**config.mk**
```make
export PLATFORM = sky130hd
export DESIGN_NAME = if_fetch_stage
export DESIGN_NICKNAME = d
export VERILOG_FILES = /design/src/rtl/rv_pipe_pkg.sv /design/src/rtl/if_fetch_stage.sv
export SDC_FILE = /design/constraint.sdc
export NUM_CORES = 1
export LEC_CHECK = 0
export ABC_AREA = 1
export ABC_CLOCK_PERIOD_IN_PS = 4590
export CAP_MARGIN = 15
export CORE_ASPECT_RATIO = 1.4
export CORE_MARGIN = 2
export CORE_UTILIZATION = 49
export DETAILED_ROUTE_END_ITERATION = 8
export GPL_TIMING_DRIVEN = 0
export PLACE_DENSITY = 0.95
export SETUP_SLACK_MARGIN = 0.3
export SLEW_MARGIN = 15
export SYNTH_ARGS = -nofsm -noshare
export SYNTH_HDL_FRONTEND = slang
export SYNTH_SLANG_ARGS = --single-unit
```
**constraint.sdc**
```tcl
create_clock -name clk -period 4.59 [get_ports clk]
set_input_delay 0.459 -clock clk [delete_from_list [all_inputs] [get_ports clk]]
set_output_delay 0.459 -clock clk [all_outputs]
set_load 0.05 [all_outputs]
```
**src/rtl/rv_pipe_pkg.sv**
```systemverilog
// Shared pipeline definitions: instruction width, the bubble instruction
// and the fetch-stage state encoding.
package rv_pipe_pkg;

  localparam int          INSTR_W   = 32;
  localparam logic [31:0] NOP_INSTR = 32'h0000_0013;

  typedef enum logic [1:0] {
    FETCH = 2'd0,
    HOLD  = 2'd1,
    DROP  = 2'd2
  } fetch_state_e;

endpackage

```
**src/rtl/if_fetch_stage.sv**
```systemverilog
// Instruction-fetch stage: PC register, PC+4 adder, redirect mux and a
// req/ready handshake to instruction memory; emits NOP bubbles when idle.
module if_fetch_stage #(
  parameter logic [31:0] RESET_PC  = 32'h0000_0000,
  parameter logic [31:0] NOP_INSTR = rv_pipe_pkg::NOP_INSTR
) (
  input  logic                            clk,
  input  logic                            rst,
  input  logic                            NextPCSrc_in,
  input  logic [rv_pipe_pkg::INSTR_W-1:0] branch_target_in,
  input  logic                            hazard_detection,
  output logic                            imem_req,
  output logic [rv_pipe_pkg::INSTR_W-1:0] imem_addr,
  input  logic                            imem_ready,
  input  logic [rv_pipe_pkg::INSTR_W-1:0] imem_rdata,
  output logic [rv_pipe_pkg::INSTR_W-1:0] instruction_out,
  output logic [rv_pipe_pkg::INSTR_W-1:0] pc_out,
  output logic [rv_pipe_pkg::INSTR_W-1:0] sum_out,
  output logic                            fetch_valid
);

  import rv_pipe_pkg::*;

  fetch_state_e       r_state;
  logic [INSTR_W-1:0] r_pc;
  logic [INSTR_W-1:0] r_holdInstr;
  logic [INSTR_W-1:0] r_dropAddr;

  fetch_state_e       w_nextState;
  logic [INSTR_W-1:0] w_nextPc;
  logic [INSTR_W-1:0] w_nextHoldInstr;
  logic [INSTR_W-1:0] w_nextDropAddr;
  logic [INSTR_W-1:0] w_pcPlus4;
  logic [INSTR_W-1:0] w_target;
  logic               w_readyEff;

  assign w_pcPlus4 = r_pc + 32'd4;
  assign w_target  = branch_target_in & 32'hFFFF_FFFC;
  assign pc_out    = r_pc;
  assign sum_out   = w_pcPlus4;

  // A ready pulse only counts while we are actually requesting.
  assign w_readyEff = imem_ready & imem_req;

  always_comb begin
    imem_req        = 1'b0;
    imem_addr       = r_pc;
    fetch_valid     = 1'b0;
    instruction_out = NOP_INSTR;
    if (!rst) begin
      unique case (r_state)
        FETCH: begin
          imem_req  = 1'b1;
          imem_addr = r_pc;
          if (imem_ready) begin
            fetch_valid     = 1'b1;
            instruction_out = imem_rdata;
          end
        end
        HOLD: begin
          fetch_valid     = 1'b1;
          instruction_out = r_holdInstr;
        end
        DROP: begin
          imem_req  = 1'b1;
          imem_addr = r_dropAddr;
        end
        default: ;
      endcase
    end
  end

  // Priority: redirect, drop completion, stall capture, advance, hold.
  always_comb begin
    w_nextState     = r_state;
    w_nextPc        = r_pc;
    w_nextHoldInstr = r_holdInstr;
    w_nextDropAddr  = r_dropAddr;
    if (NextPCSrc_in) begin
      w_nextPc = w_target;
      if (r_state == FETCH && !w_readyEff) begin
        w_nextDropAddr = r_pc;
        w_nextState    = DROP;
      end else if (r_state == DROP && !w_readyEff) begin
        w_nextState = DROP;
      end else begin
        w_nextState = FETCH;
      end
    end else if (r_state == DROP && w_readyEff) begin
      w_nextState = FETCH;
    end else if (fetch_valid && hazard_detection) begin
      w_nextHoldInstr = instruction_out;
      w_nextState     = HOLD;
    end else if (fetch_valid) begin
      w_nextPc    = w_pcPlus4;
      w_nextState = FETCH;
    end
  end

  always_ff @(posedge clk) begin
    if (rst) begin
      r_state     <= FETCH;
      r_pc        <= RESET_PC;
      r_holdInstr <= NOP_INSTR;
      r_dropAddr  <= '0;
    end else begin
      r_state     <= w_nextState;
      r_pc        <= w_nextPc;
      r_holdInstr <= w_nextHoldInstr;
      r_dropAddr  <= w_nextDropAddr;
    end
  end

endmodule

```
==> run_summary.xml, run 1 <==
<?xml version="1.0" encoding="UTF-8"?>
<metrics>
  <group name="cells_and_area">
    <metric name="antenna-diode-count" unit="">0</metric>
    <metric name="syn2layout_area_growth" unit="%">44.0</metric>
    <metric name="postLayoutCoreUtil" unit="">0.720</metric>
    <metric name="final_layout_size_suffix_gt1_frac" unit="">0.0621</metric>
    <metric name="layout.cell_area.non_filler" unit="mm²">0.00778</metric>
    <metric name="final_net_count" unit="">1128</metric>
  </group>
  <group name="yosys">
    <metric name="synth_cell_type_count" unit="">30</metric>
    <metric name="post-synth-top-area-fraction" unit="">0.348</metric>
    <metric name="ys.warnings.count" unit="">0</metric>
    <metric name="synth_edf_count" unit="">0</metric>
    <metric name="synthDominantAreaCellType" unit="">dfxtp_1</metric>
    <metric name="ys_ff_latch" unit="">94</metric>
    <metric name="synth-main-ff-cell" unit="">dfxtp_1</metric>
    <metric name="async_reset_ff_frac" unit="">0</metric>
    <metric name="synthMostInstantiatedCell" unit="">nand2_1</metric>
    <metric name="synth.cells.most_frequent" unit="">220 x nand2_1, 134 x inv_1, 100 x o21ai_0</metric>
    <metric name="syn-cell-area" unit="mm²">0.00540</metric>
    <metric name="synth.area.top_cells" unit="">dfxtp_1 35%, nand2_1 15%, inv_1 9.3%</metric>
    <metric name="number_of_cells_produced_by_synthesis" unit="">853</metric>
    <metric name="post_synthesis_sequential_area_ratio" unit="">0.348</metric>
    <metric name="syn_area_per_cell" unit="µm²">6.33</metric>
  </group>
  <group name="clocking">
    <metric name="cts_hold_buf" unit="">0</metric>
    <metric name="quantity_of_gates_resized_following_cts" unit="">0</metric>
    <metric name="post-cts-setup-buffers" unit="">0</metric>
    <metric name="cts_tree" unit="">built</metric>
    <metric name="numCtsBuffers" unit="">9</metric>
    <metric name="worst_setup_hold_path_clk_slew" unit="ns">0.06</metric>
    <metric name="worstSkewPairLatency" unit="ns">0.35</metric>
    <metric name="cts.path.max_buffers" unit="">2</metric>
    <metric name="cts_h_tree_depth" unit="">3</metric>
    <metric name="root_buffer_cell" unit="">clkbuf_16</metric>
    <metric name="clock_sink_count" unit="">94</metric>
  </group>
  <group name="critical_path">
    <metric name="cp_slowest_cell" unit="">clkdlybuf4s50_1</metric>
    <metric name="critical_path_arrival" unit="ns">3.16</metric>
    <metric name="cp_data_required_time" unit="ns">4.13</metric>
    <metric name="cp-startpoint" unit="">rst</metric>
    <metric name="crit-reg2reg-launch" unit="">pc_out[3]</metric>
    <metric name="cp_max_fo" unit="">10</metric>
    <metric name="crit_path_start_kind" unit="">input port</metric>
    <metric name="slowest_delay" unit="ns">0.87</metric>
    <metric name="critical_path.cell_chain" unit="">clkdlybuf4s50_1, nor3_2, buf_2, buf_2, nand2_1, o21ai_0, clkdlybuf4s50_1</metric>
    <metric name="worstSetupEndpointType" unit="">output pin</metric>
    <metric name="criticalPathCategory" unit="">in -&gt; out</metric>
  </group>
  <group name="die">
    <metric name="floorplan.die_area" unit="mm²">0.0119</metric>
    <metric name="rows" unit="">45</metric>
    <metric name="die-height" unit="µm">128</metric>
    <metric name="fp.dieW" unit="µm">92.7</metric>
    <metric name="top_level_ports" unit="">199</metric>
    <metric name="core_area" unit="mm²">0.0108</metric>
    <metric name="initial_utilization" unit="">0.500</metric>
  </group>
  <group name="global_route">
    <metric name="grt_remaining_overflow" unit="">0</metric>
    <metric name="grt_start_max_net_pins" unit="">16</metric>
    <metric name="grt_first_pass_wirelength" unit="µm">28800</metric>
    <metric name="antenna_found_initial" unit="">0</metric>
    <metric name="grt_use_total" unit="">0.301</metric>
    <metric name="grt_pass1_vias" unit="">6043</metric>
  </group>
  <group name="sta">
    <metric name="setup_viol" unit="">0</metric>
    <metric name="final.setup.tns" unit="ns">0</metric>
    <metric name="post-route-min-period" unit="ns">3.62</metric>
    <metric name="slew_violations" unit="">0</metric>
    <metric name="worstMarginPinSlew" unit="ns">0.706</metric>
    <metric name="max_slew_margin" unit="">0.530</metric>
    <metric name="final.setup_skew" unit="ns">0.00481</metric>
    <metric name="final_clock_period_utilization_by_the_worst_path" unit="">0.789</metric>
    <metric name="rsz0062_at_grt" unit="">no</metric>
    <metric name="postLayoutSetupSlackWorst" unit="ns">0.969</metric>
    <metric name="fmaxAchievable" unit="MHz">276</metric>
    <metric name="report.final.hold_viol_count" unit="">0</metric>
  </group>
  <group name="drt">
    <metric name="avgViaCountPerCell" unit="">5.28</metric>
    <metric name="avgRoutedWirePerCell" unit="µm">15.2</metric>
    <metric name="dr.first_iter.drc_count" unit="">453</metric>
    <metric name="via_count" unit="">6359</metric>
    <metric name="drt_wl_total" unit="µm">18300</metric>
    <metric name="drt_drc_violations_left" unit="">0</metric>
    <metric name="detail_route.first_pass.iterations" unit="">5</metric>
    <metric name="drt.antenna.violating_nets" unit="">0</metric>
  </group>
  <group name="power">
    <metric name="power.density_cell_area" unit="mW/mm²">299</metric>
    <metric name="design_power_total" unit="mW">2.32</metric>
    <metric name="leakage" unit="nW">3.22</metric>
    <metric name="ir_worst_vdd" unit="mV">0.207</metric>
  </group>
  <group name="placed_design">
    <metric name="port-buffer-count" unit="">189</metric>
    <metric name="place_ws" unit="ns">1.01</metric>
    <metric name="detailedPlacementHpwl" unit="µm">13500</metric>
    <metric name="routabilityCongestion" unit="">0.957</metric>
    <metric name="dpl-instance-area" unit="mm²">0.00749</metric>
  </group>
  <group name="status">
    <metric name="outcome" unit="">completed</metric>
  </group>
  <group name="worst_hold_path">
    <metric name="min_from" unit="">r_dropAddr[30]</metric>
    <metric name="type_of_the_worst_min_delay_path" unit="">reg -&gt; reg</metric>
  </group>
  <group name="run">
    <metric name="drv_cap" unit="">0</metric>
  </group>
</metrics>
## metal layers
| metal | wire, µm | GRT usage |
|---|---|---|
| met5 | 0 | 0 |
| met4 | 559 | 0.138 |
| met3 | 1730 | 0.0776 |
| met2 | 9260 | 0.540 |
| met1 | 6730 | 0.330 |
## worst max-delay path: cells and delay by family
family                 cells  cell delay [ns]
buffers and inverters      4             1.99
AND/OR/NAND/NOR            2             0.58
AO/OA/AOI/OAI              1             0.14
## registers in the layout, indices dropped and copies added, names as in the netlist
register and cells:
r_dropAddr 30, r_state 2, r_holdInstr 32, pc_out 30
## final timing paths
kind / slack (ns) / end / cells past startpoint
setup / recovery: 0.97 / imem_addr[30] / 7
hold / removal: 0.45 / r_dropAddr[30] / 2
setup reg to reg: 2.72 / pc_out[26] / 8
hold reg to reg: 0.45 / r_dropAddr[30] / 2
## area by class of cell
class / instances / area (µm²)
multi-input cells: 570 / 2760
clock inverters: 6 / 62.6
fillers: 889 / 3030
repair buffers: 189 / 1890
plain buffers: 56 / 258
flip-flops and latches: 94 / 1880
clock buffers: 10 / 229
inverters: 138 / 518
well taps: 141 / 176
## power by group
group	internal (mW)	switching [mW]	total, mW	leakage [nW]
clock network	0.422	0.329	0.751	0.146
registers	0.865	0.0437	0.909	0.771
logic	0.227	0.439	0.666	2.30
## cells by family after synthesis
family,Yosys count,share of synthesized area
fa+ha+maj,1,0.00232
xor+xnor,15,0.0271
buf+inv,194,0.144
compound gates,207,0.206
flops,94,0.348
other cells,1,0.000694
simple gates,341,0.272
## stage by stage
stage	hold slack, ns	std cells
final	0.448	1204
after global routing	0.464	1204
after CTS	0.446	1204
after detailed placement	0.436	1188
after global placement	0.432	1188
after floorplan	0.424	858
## cell usage in the layout (no fill, tap or decap), types with 10 or more instances in the layout
master	netlist	layout
o21ai_0	100	100
nor2_1	34	34
clkdlybuf4s50_1	0	189
inv_1	134	134
dfxtp_1	94	94
a21oi_1	62	62
o21ai_1	11	11
clkbuf_1	29	30
nand3_1	59	59
buf_2	14	14
a22oi_1	19	19
xor2_1	10	10
nand2_1	220	220
Power figures use the tool's default switching activity.
==> run 2, diff against run 1 <==
--- a/config.mk
+++ b/config.mk
@@ -6,14 +6,14 @@
 export NUM_CORES = 1
 export LEC_CHECK = 0
 export ABC_AREA = 1
-export ABC_CLOCK_PERIOD_IN_PS = 4590
+export ABC_CLOCK_PERIOD_IN_PS = 3400
 export CAP_MARGIN = 15
 export CORE_ASPECT_RATIO = 1.4
 export CORE_MARGIN = 2
-export CORE_UTILIZATION = 49
+export CORE_UTILIZATION = 45
 export DETAILED_ROUTE_END_ITERATION = 8
 export GPL_TIMING_DRIVEN = 0
-export PLACE_DENSITY = 0.95
+export PLACE_DENSITY = 0.89
 export SETUP_SLACK_MARGIN = 0.3
 export SLEW_MARGIN = 15
 export SYNTH_ARGS = -nofsm -noshare
==> constraint.sdc (replaced) <==
create_clock -name clk -period 3.4 [get_ports clk]
set_input_delay 0.34 -clock clk [delete_from_list [all_inputs] [get_ports clk]]
set_output_delay 0.34 -clock clk [all_outputs]
set_load 0.05 [all_outputs]
==> run 2 against run 1 <==
Net effect:
- combinational power up 33%
- design area grew 0.68%
- register-to-register slack worse by 1.2 ns
- global-route usage down 2.1 points
- critical path depth shrank 1
- count of clock-buffer cells in the layout decreased by 1
- via count down 0.99%
- hold slack worse by 0.036 ns
- setup slack got worse by 0.59 ns
- critical path type unchanged
- largest cell class unchanged
==> run_summary.xml, run 2 (same netlist as run 1, synthesis figures left out) <==
<?xml version="1.0" encoding="UTF-8"?>
<metrics>
  <group name="cells_and_area">
    <metric name="final_layout_size_suffix_gt1_frac" unit="">0.0649</metric>
    <metric name="most_common_library_cell_in_the_layout_ignoring_fill_and_taps" unit="">nand2_1</metric>
    <metric name="fill_cells" unit="">1030</metric>
    <metric name="antenna-diode-count" unit="">0</metric>
    <metric name="layout.cell_area.non_filler" unit="mm²">0.00783</metric>
    <metric name="layout.cells.most_common_list" unit="">220 x nand2_1, 151 x clkdlybuf4s50_1, 134 x inv_1</metric>
    <metric name="stdcell_count" unit="">1210</metric>
    <metric name="syn2layout_area_growth" unit="%">45.0</metric>
    <metric name="final_net_count" unit="">1128</metric>
    <metric name="flip_flop_count_of_the_largest_register_after_layout" unit="">32</metric>
    <metric name="registers.top_by_ff_count" unit="">r_holdInstr</metric>
  </group>
  <group name="sta">
    <metric name="rsz0062_at_grt" unit="">no</metric>
    <metric name="final_clock_period_utilization_by_the_worst_path" unit="">0.888</metric>
    <metric name="final.setup.tns" unit="ns">0</metric>
    <metric name="setup_viol" unit="">0</metric>
    <metric name="worstMarginPinSlew" unit="ns">0.657</metric>
    <metric name="fmaxAchievable" unit="MHz">331</metric>
    <metric name="slew_violations" unit="">0</metric>
    <metric name="hold_slack" unit="ns">0.412</metric>
    <metric name="report.final.hold_viol_count" unit="">0</metric>
    <metric name="max_slew_margin" unit="">0.562</metric>
    <metric name="post-route-min-period" unit="ns">3.02</metric>
    <metric name="final.setup_skew" unit="ns">0.00525</metric>
  </group>
  <group name="critical_path">
    <metric name="crit_path_start_kind" unit="">input port</metric>
    <metric name="crit_top_cell" unit="">clkdlybuf4s50_1</metric>
    <metric name="reg2reg_to" unit="">pc_out[14]</metric>
    <metric name="worst-path-buf-inv" unit="">4</metric>
    <metric name="critical_path_arrival" unit="ns">2.68</metric>
    <metric name="critical_path.cell_chain" unit="">clkdlybuf4s50_1, nor3_4, inv_1, clkbuf_1, o21ai_0, clkdlybuf4s50_1</metric>
    <metric name="critical_path.endpoint" unit="">imem_addr[4]</metric>
    <metric name="cp-startpoint" unit="">rst</metric>
    <metric name="path_delay_family" unit="">buffers and inverters</metric>
    <metric name="path_depth" unit="">6</metric>
    <metric name="cp_slowest_cell" unit="">clkdlybuf4s50_1</metric>
    <metric name="worst_r2r_path_depth" unit="">8</metric>
    <metric name="worstSetupEndpointType" unit="">output pin</metric>
    <metric name="slowest_delay" unit="ns">0.84</metric>
    <metric name="cp_data_required_time" unit="ns">3.06</metric>
    <metric name="crit-reg2reg-launch" unit="">pc_out[3]</metric>
    <metric name="worst-r2r-setup-slack" unit="ns">1.56</metric>
    <metric name="criticalPathCategory" unit="">in -&gt; out</metric>
    <metric name="cp_max_fo" unit="">10</metric>
  </group>
  <group name="global_route">
    <metric name="grt_use_total" unit="">0.280</metric>
    <metric name="antenna_found_initial" unit="">0</metric>
    <metric name="grt_first_pass_wirelength" unit="µm">28500</metric>
    <metric name="grt_pass1_vias" unit="">5964</metric>
    <metric name="grt_remaining_overflow" unit="">0</metric>
    <metric name="grt_start_max_net_pins" unit="">18</metric>
  </group>
  <group name="drt">
    <metric name="drt_drc_violations_left" unit="">0</metric>
    <metric name="drt_wl_total" unit="µm">18200</metric>
    <metric name="drt.antenna.violating_nets" unit="">0</metric>
    <metric name="via_count" unit="">6296</metric>
    <metric name="avgRoutedWirePerCell" unit="µm">15.0</metric>
    <metric name="dr.first_iter.drc_count" unit="">387</metric>
    <metric name="detail_route.first_pass.iterations" unit="">5</metric>
    <metric name="avgViaCountPerCell" unit="">5.20</metric>
  </group>
  <group name="die">
    <metric name="top_level_ports" unit="">199</metric>
    <metric name="core_area" unit="mm²">0.0118</metric>
    <metric name="die-height" unit="µm">134</metric>
    <metric name="floorplan.die_area" unit="mm²">0.0129</metric>
    <metric name="fp.dieW" unit="µm">96.6</metric>
    <metric name="initial_utilization" unit="">0.459</metric>
    <metric name="rows" unit="">47</metric>
  </group>
  <group name="clocking">
    <metric name="post-cts-setup-buffers" unit="">0</metric>
    <metric name="cts_tree" unit="">built</metric>
    <metric name="cts_hold_buf" unit="">0</metric>
    <metric name="cts.path.max_buffers" unit="">2</metric>
    <metric name="cts_h_tree_depth" unit="">3</metric>
    <metric name="clock_sink_count" unit="">94</metric>
    <metric name="worst_setup_hold_path_clk_slew" unit="ns">0.07</metric>
    <metric name="worstSkewPairLatency" unit="ns">0.34</metric>
    <metric name="numCtsBuffers" unit="">9</metric>
    <metric name="root_buffer_cell" unit="">clkbuf_16</metric>
  </group>
  <group name="run">
    <metric name="drv_cap" unit="">0</metric>
  </group>
  <group name="placed_design">
    <metric name="dpl.cell_count" unit="">1194</metric>
    <metric name="port-buffer-count" unit="">189</metric>
    <metric name="routabilityCongestion" unit="">0.917</metric>
    <metric name="detailedPlacementHpwl" unit="µm">13800</metric>
    <metric name="dpl-instance-area" unit="mm²">0.00750</metric>
  </group>
  <group name="worst_hold_path">
    <metric name="type_of_the_worst_min_delay_path" unit="">in -&gt; reg</metric>
  </group>
  <group name="status">
    <metric name="outcome" unit="">completed</metric>
  </group>
  <group name="power">
    <metric name="leakage" unit="nW">3.61</metric>
    <metric name="ir_worst_vdd" unit="mV">0.238</metric>
    <metric name="power.density_cell_area" unit="mW/mm²">402</metric>
  </group>
</metrics>
## run 2: how the worst min path moves through the flow
stage / start / endpoint / slack, ns / cells past startpoint
floorplan: r_dropAddr[11] / r_dropAddr[11] / 0.42 / 2
global placement: r_dropAddr[16] / r_dropAddr[16] / 0.43 / 2
detailed placement: r_dropAddr[31] / r_dropAddr[31] / 0.44 / 2
CTS: imem_ready / r_state[1] / 0.40 / 4
global route: imem_ready / r_state[1] / 0.45 / 4
finish: imem_ready / r_state[1] / 0.41 / 4
## run 2: tightest hold or removal path, stage by stage
cell and delay (ns):
buf_2 0.15, nand2_1 0.09, nand2_1 0.07, a21oi_1 0.06
## run 2: power breakdown
part	total, mW	internal, mW	switching (mW)	leakage (nW)
registers	1.22	1.17	0.0567	0.771
logic	0.885	0.295	0.590	2.69
clock network	1.04	0.581	0.461	0.151
## run 2: metrics by stage
stage	util	total power [mW]	worst slack, ns
2_1_floorplan	-	1.80	0.661
3_3_place_gp	0.637	2.13	0.0852
3_5_place_dp	0.637	2.14	0.0469
4_1_cts	0.662	3.16	0.328
5_1_grt	0.666	3.27	0.306
6_report	0.666	3.15	0.380
## run 2: cell type report
type                       instances  area, µm²  share of cell area
clock buffer                       9        225              0.0288
sequential                        94       1880               0.240
buffer                            56        260              0.0332
tap                              147        184              0.0235
timing repair buffer             189       1920               0.245
inverter                         138        518              0.0661
multi-input combinational        570       2770               0.354
clock inverter                     7       78.8              0.0101
## run 2: repair_timing
action | 4_1_cts | 5_1_grt
resized for setup | 20 | 22
pin swaps | 0 | 0
hold endpoints to repair | 0 | 0
setup endpoints to repair | 26 | 39
## run 2: routing by layer
layer / up-vias / global-route usage / wire length [µm]
li1: 3102 / - / -
met1: 2839 / 0.317 / 6620
met2: 300 / 0.482 / 9150
met3: 55 / 0.0718 / 1710
met4: 0 / 0.127 / 684
met5: - / 0 / 0
==> run 3, diff against run 2 <==
--- a/config.mk
+++ b/config.mk
@@ -10,11 +10,13 @@
 export CAP_MARGIN = 15
 export CORE_ASPECT_RATIO = 1.4
 export CORE_MARGIN = 2
-export CORE_UTILIZATION = 45
+export CORE_UTILIZATION = 46
+export CTS_BUF_LIST = sky130_fd_sc_hd__clkbuf_8
 export DETAILED_ROUTE_END_ITERATION = 8
 export GPL_TIMING_DRIVEN = 0
-export PLACE_DENSITY = 0.89
+export PLACE_DENSITY = 0.9
 export SETUP_SLACK_MARGIN = 0.3
+export SKIP_LAST_GASP = 1
 export SLEW_MARGIN = 15
 export SYNTH_ARGS = -nofsm -noshare
 export SYNTH_HDL_FRONTEND = slang
==> run 3 against run 2 <==
Net effect:
- sequential power about the same
- wire length up 0.41%
- critical path depth up 2
- total power down 5.9%
- design area down 0.99%
- clock skew up 0.0048 ns
- register-to-register slack better by 0.02 ns
- cell count down 0.33%
- largest cell class unchanged
- largest power group unchanged
- highest routed layer unchanged
==> run_summary.xml, run 3 (same netlist as run 1, synthesis figures left out) <==
<?xml version="1.0" encoding="UTF-8"?>
<metrics>
  <group name="sta">
    <metric name="slew_violations" unit="">0</metric>
    <metric name="final.setup_skew" unit="ns">0.0100</metric>
    <metric name="hold_slack" unit="ns">0.371</metric>
    <metric name="final_clock_period_utilization_by_the_worst_path" unit="">0.898</metric>
    <metric name="setup_viol" unit="">0</metric>
    <metric name="post-route-min-period" unit="ns">3.05</metric>
    <metric name="final.setup.tns" unit="ns">0</metric>
    <metric name="rsz0062_at_grt" unit="">yes</metric>
    <metric name="max_slew_margin" unit="">0.558</metric>
    <metric name="fmaxAchievable" unit="MHz">328</metric>
    <metric name="report.final.hold_viol_count" unit="">0</metric>
    <metric name="worstMarginPinSlew" unit="ns">0.662</metric>
  </group>
  <group name="global_route">
    <metric name="grt_first_pass_wirelength" unit="µm">28200</metric>
    <metric name="grt_remaining_overflow" unit="">0</metric>
    <metric name="grt_use_total" unit="">0.281</metric>
    <metric name="antenna_found_initial" unit="">0</metric>
    <metric name="grt_pass1_vias" unit="">5953</metric>
    <metric name="grt_start_max_net_pins" unit="">15</metric>
  </group>
  <group name="drt">
    <metric name="detail_route.first_pass.iterations" unit="">6</metric>
    <metric name="avgRoutedWirePerCell" unit="µm">15.1</metric>
    <metric name="drt.antenna.violating_nets" unit="">0</metric>
    <metric name="dr.first_iter.drc_count" unit="">379</metric>
    <metric name="drt_drc_violations_left" unit="">0</metric>
    <metric name="via_count" unit="">6319</metric>
    <metric name="avgViaCountPerCell" unit="">5.24</metric>
    <metric name="drt_wl_total" unit="µm">18200</metric>
  </group>
  <group name="critical_path">
    <metric name="path_depth" unit="">8</metric>
    <metric name="critical_path_arrival" unit="ns">2.71</metric>
    <metric name="cp_max_fo" unit="">10</metric>
    <metric name="crit-reg2reg-launch" unit="">pc_out[3]</metric>
    <metric name="path_delay_family" unit="">buffers and inverters</metric>
    <metric name="cp_data_required_time" unit="ns">3.06</metric>
    <metric name="worst-path-buf-inv" unit="">4</metric>
    <metric name="critical_path.cell_chain" unit="">buf_2, nor2_1, clkbuf_1, nand3_1, o21ai_0, nand2_1, inv_1, clkdlybuf4s50_1</metric>
    <metric name="reg2reg_to" unit="">pc_out[20]</metric>
    <metric name="worst_r2r_path_depth" unit="">10</metric>
    <metric name="crit_path_start_kind" unit="">register</metric>
    <metric name="worst-r2r-setup-slack" unit="ns">1.58</metric>
    <metric name="criticalPathCategory" unit="">reg -&gt; out</metric>
    <metric name="slowest_delay" unit="ns">0.80</metric>
    <metric name="cp-startpoint" unit="">r_state[0]</metric>
    <metric name="worstSetupEndpointType" unit="">output pin</metric>
    <metric name="critical_path.endpoint" unit="">instruction_out[2]</metric>
    <metric name="cp_slowest_cell" unit="">clkdlybuf4s50_1</metric>
  </group>
  <group name="clocking">
    <metric name="cts.path.max_buffers" unit="">2</metric>
    <metric name="cts_h_tree_depth" unit="">3</metric>
    <metric name="clock_sink_count" unit="">94</metric>
    <metric name="worst_setup_hold_path_clk_slew" unit="ns">0.08</metric>
    <metric name="root_buffer_cell" unit="">clkbuf_8</metric>
    <metric name="cts_hold_buf" unit="">0</metric>
    <metric name="numCtsBuffers" unit="">9</metric>
    <metric name="cts_tree" unit="">built</metric>
    <metric name="worstSkewPairLatency" unit="ns">0.38</metric>
    <metric name="post-cts-setup-buffers" unit="">0</metric>
  </group>
  <group name="die">
    <metric name="initial_utilization" unit="">0.474</metric>
    <metric name="core_area" unit="mm²">0.0114</metric>
    <metric name="fp.dieW" unit="µm">95.6</metric>
    <metric name="die-height" unit="µm">132</metric>
    <metric name="top_level_ports" unit="">199</metric>
    <metric name="rows" unit="">46</metric>
    <metric name="floorplan.die_area" unit="mm²">0.0126</metric>
  </group>
  <group name="cells_and_area">
    <metric name="flip_flop_count_of_the_largest_register_after_layout" unit="">32</metric>
    <metric name="syn2layout_area_growth" unit="%">43.6</metric>
    <metric name="stdcell_count" unit="">1206</metric>
    <metric name="final_layout_size_suffix_gt1_frac" unit="">0.0650</metric>
    <metric name="layout.cells.most_common_list" unit="">220 x nand2_1, 148 x clkdlybuf4s50_1, 134 x inv_1</metric>
    <metric name="antenna-diode-count" unit="">0</metric>
    <metric name="registers.top_by_ff_count" unit="">r_holdInstr</metric>
    <metric name="final_net_count" unit="">1128</metric>
    <metric name="most_common_library_cell_in_the_layout_ignoring_fill_and_taps" unit="">nand2_1</metric>
  </group>
  <group name="worst_hold_path">
    <metric name="min_path_cells" unit="">4</metric>
    <metric name="type_of_the_worst_min_delay_path" unit="">in -&gt; reg</metric>
  </group>
  <group name="power">
    <metric name="ir_worst_vdd" unit="mV">0.266</metric>
    <metric name="leakage" unit="nW">3.62</metric>
    <metric name="power.density_cell_area" unit="mW/mm²">382</metric>
  </group>
  <group name="placed_design">
    <metric name="dpl.cell_count" unit="">1191</metric>
    <metric name="routabilityCongestion" unit="">0.935</metric>
    <metric name="port-buffer-count" unit="">189</metric>
    <metric name="detailedPlacementHpwl" unit="µm">13700</metric>
  </group>
  <group name="run">
    <metric name="drv_cap" unit="">0</metric>
  </group>
  <group name="status">
    <metric name="outcome" unit="">completed</metric>
  </group>
</metrics>
run 3: metrics by stage:
step	area [µm²]	power [mW]	util	setup slack [ns]
detailed placement	7490	2.14	0.657	0.0703
global placement	7490	2.13	0.657	0.0853
CTS	7700	2.96	0.675	0.301
global route	7750	3.07	0.681	0.184
floorplan	5420	1.80	-	0.661
finish	7750	2.96	0.681	0.348
run 3: tightest hold or removal path, cell delays in order:
cell and delay, ns:
buf_2 0.15, nand2_1 0.08, nand2_1 0.07, a21oi_1 0.05
run 3: power breakdown:
group          leakage (nW)  switching (mW)  internal (mW)  total, mW
combinational          2.74           0.592          0.295      0.887
clock                 0.115           0.406          0.448      0.855
sequential            0.771          0.0564           1.17       1.22
total                  3.62            1.05           1.91       2.96
run 3: how the worst min path moves through the flow:
| stage | from | end | slack [ns] |
|---|---|---|---|
| after floorplan | r_dropAddr[11] | r_dropAddr[11] | 0.42 |
| after global placement | r_dropAddr[16] | r_dropAddr[16] | 0.43 |
| after detailed placement | r_dropAddr[2] | r_dropAddr[2] | 0.44 |
| after CTS | imem_ready | r_state[1] | 0.36 |
| after global routing | imem_ready | r_state[1] | 0.38 |
| final | imem_ready | r_state[1] | 0.37 |
run 3: final cells by class:
cell class	instances	area, µm²
Inverter	138	518
Timing Repair Buffer	189	1920
Fill cell	993	3640
Clock inverter	4	70.1
Sequential cell	94	1880
Multi-Input combinational cell	570	2770
Clock buffer	11	151
Tap cell	144	180
Buffer	56	262
run 3: what timing repair did:
item                                    4_1_cts  5_1_grt
pin swaps                                     0        0
resized for setup                            20       26
cloned                                        0        0
endpoints found under the setup margin       26       42
run 3: metal layers:
| layer | up-vias | global-route usage | routed length (µm) |
|---|---|---|---|
| met5 | - | 0 | 0 |
| met4 | 0 | 0.125 | 620 |
| met3 | 54 | 0.0652 | 1820 |
| met2 | 320 | 0.489 | 9330 |
| met1 | 2847 | 0.319 | 6480 |
| li1 | 3098 | - | - |
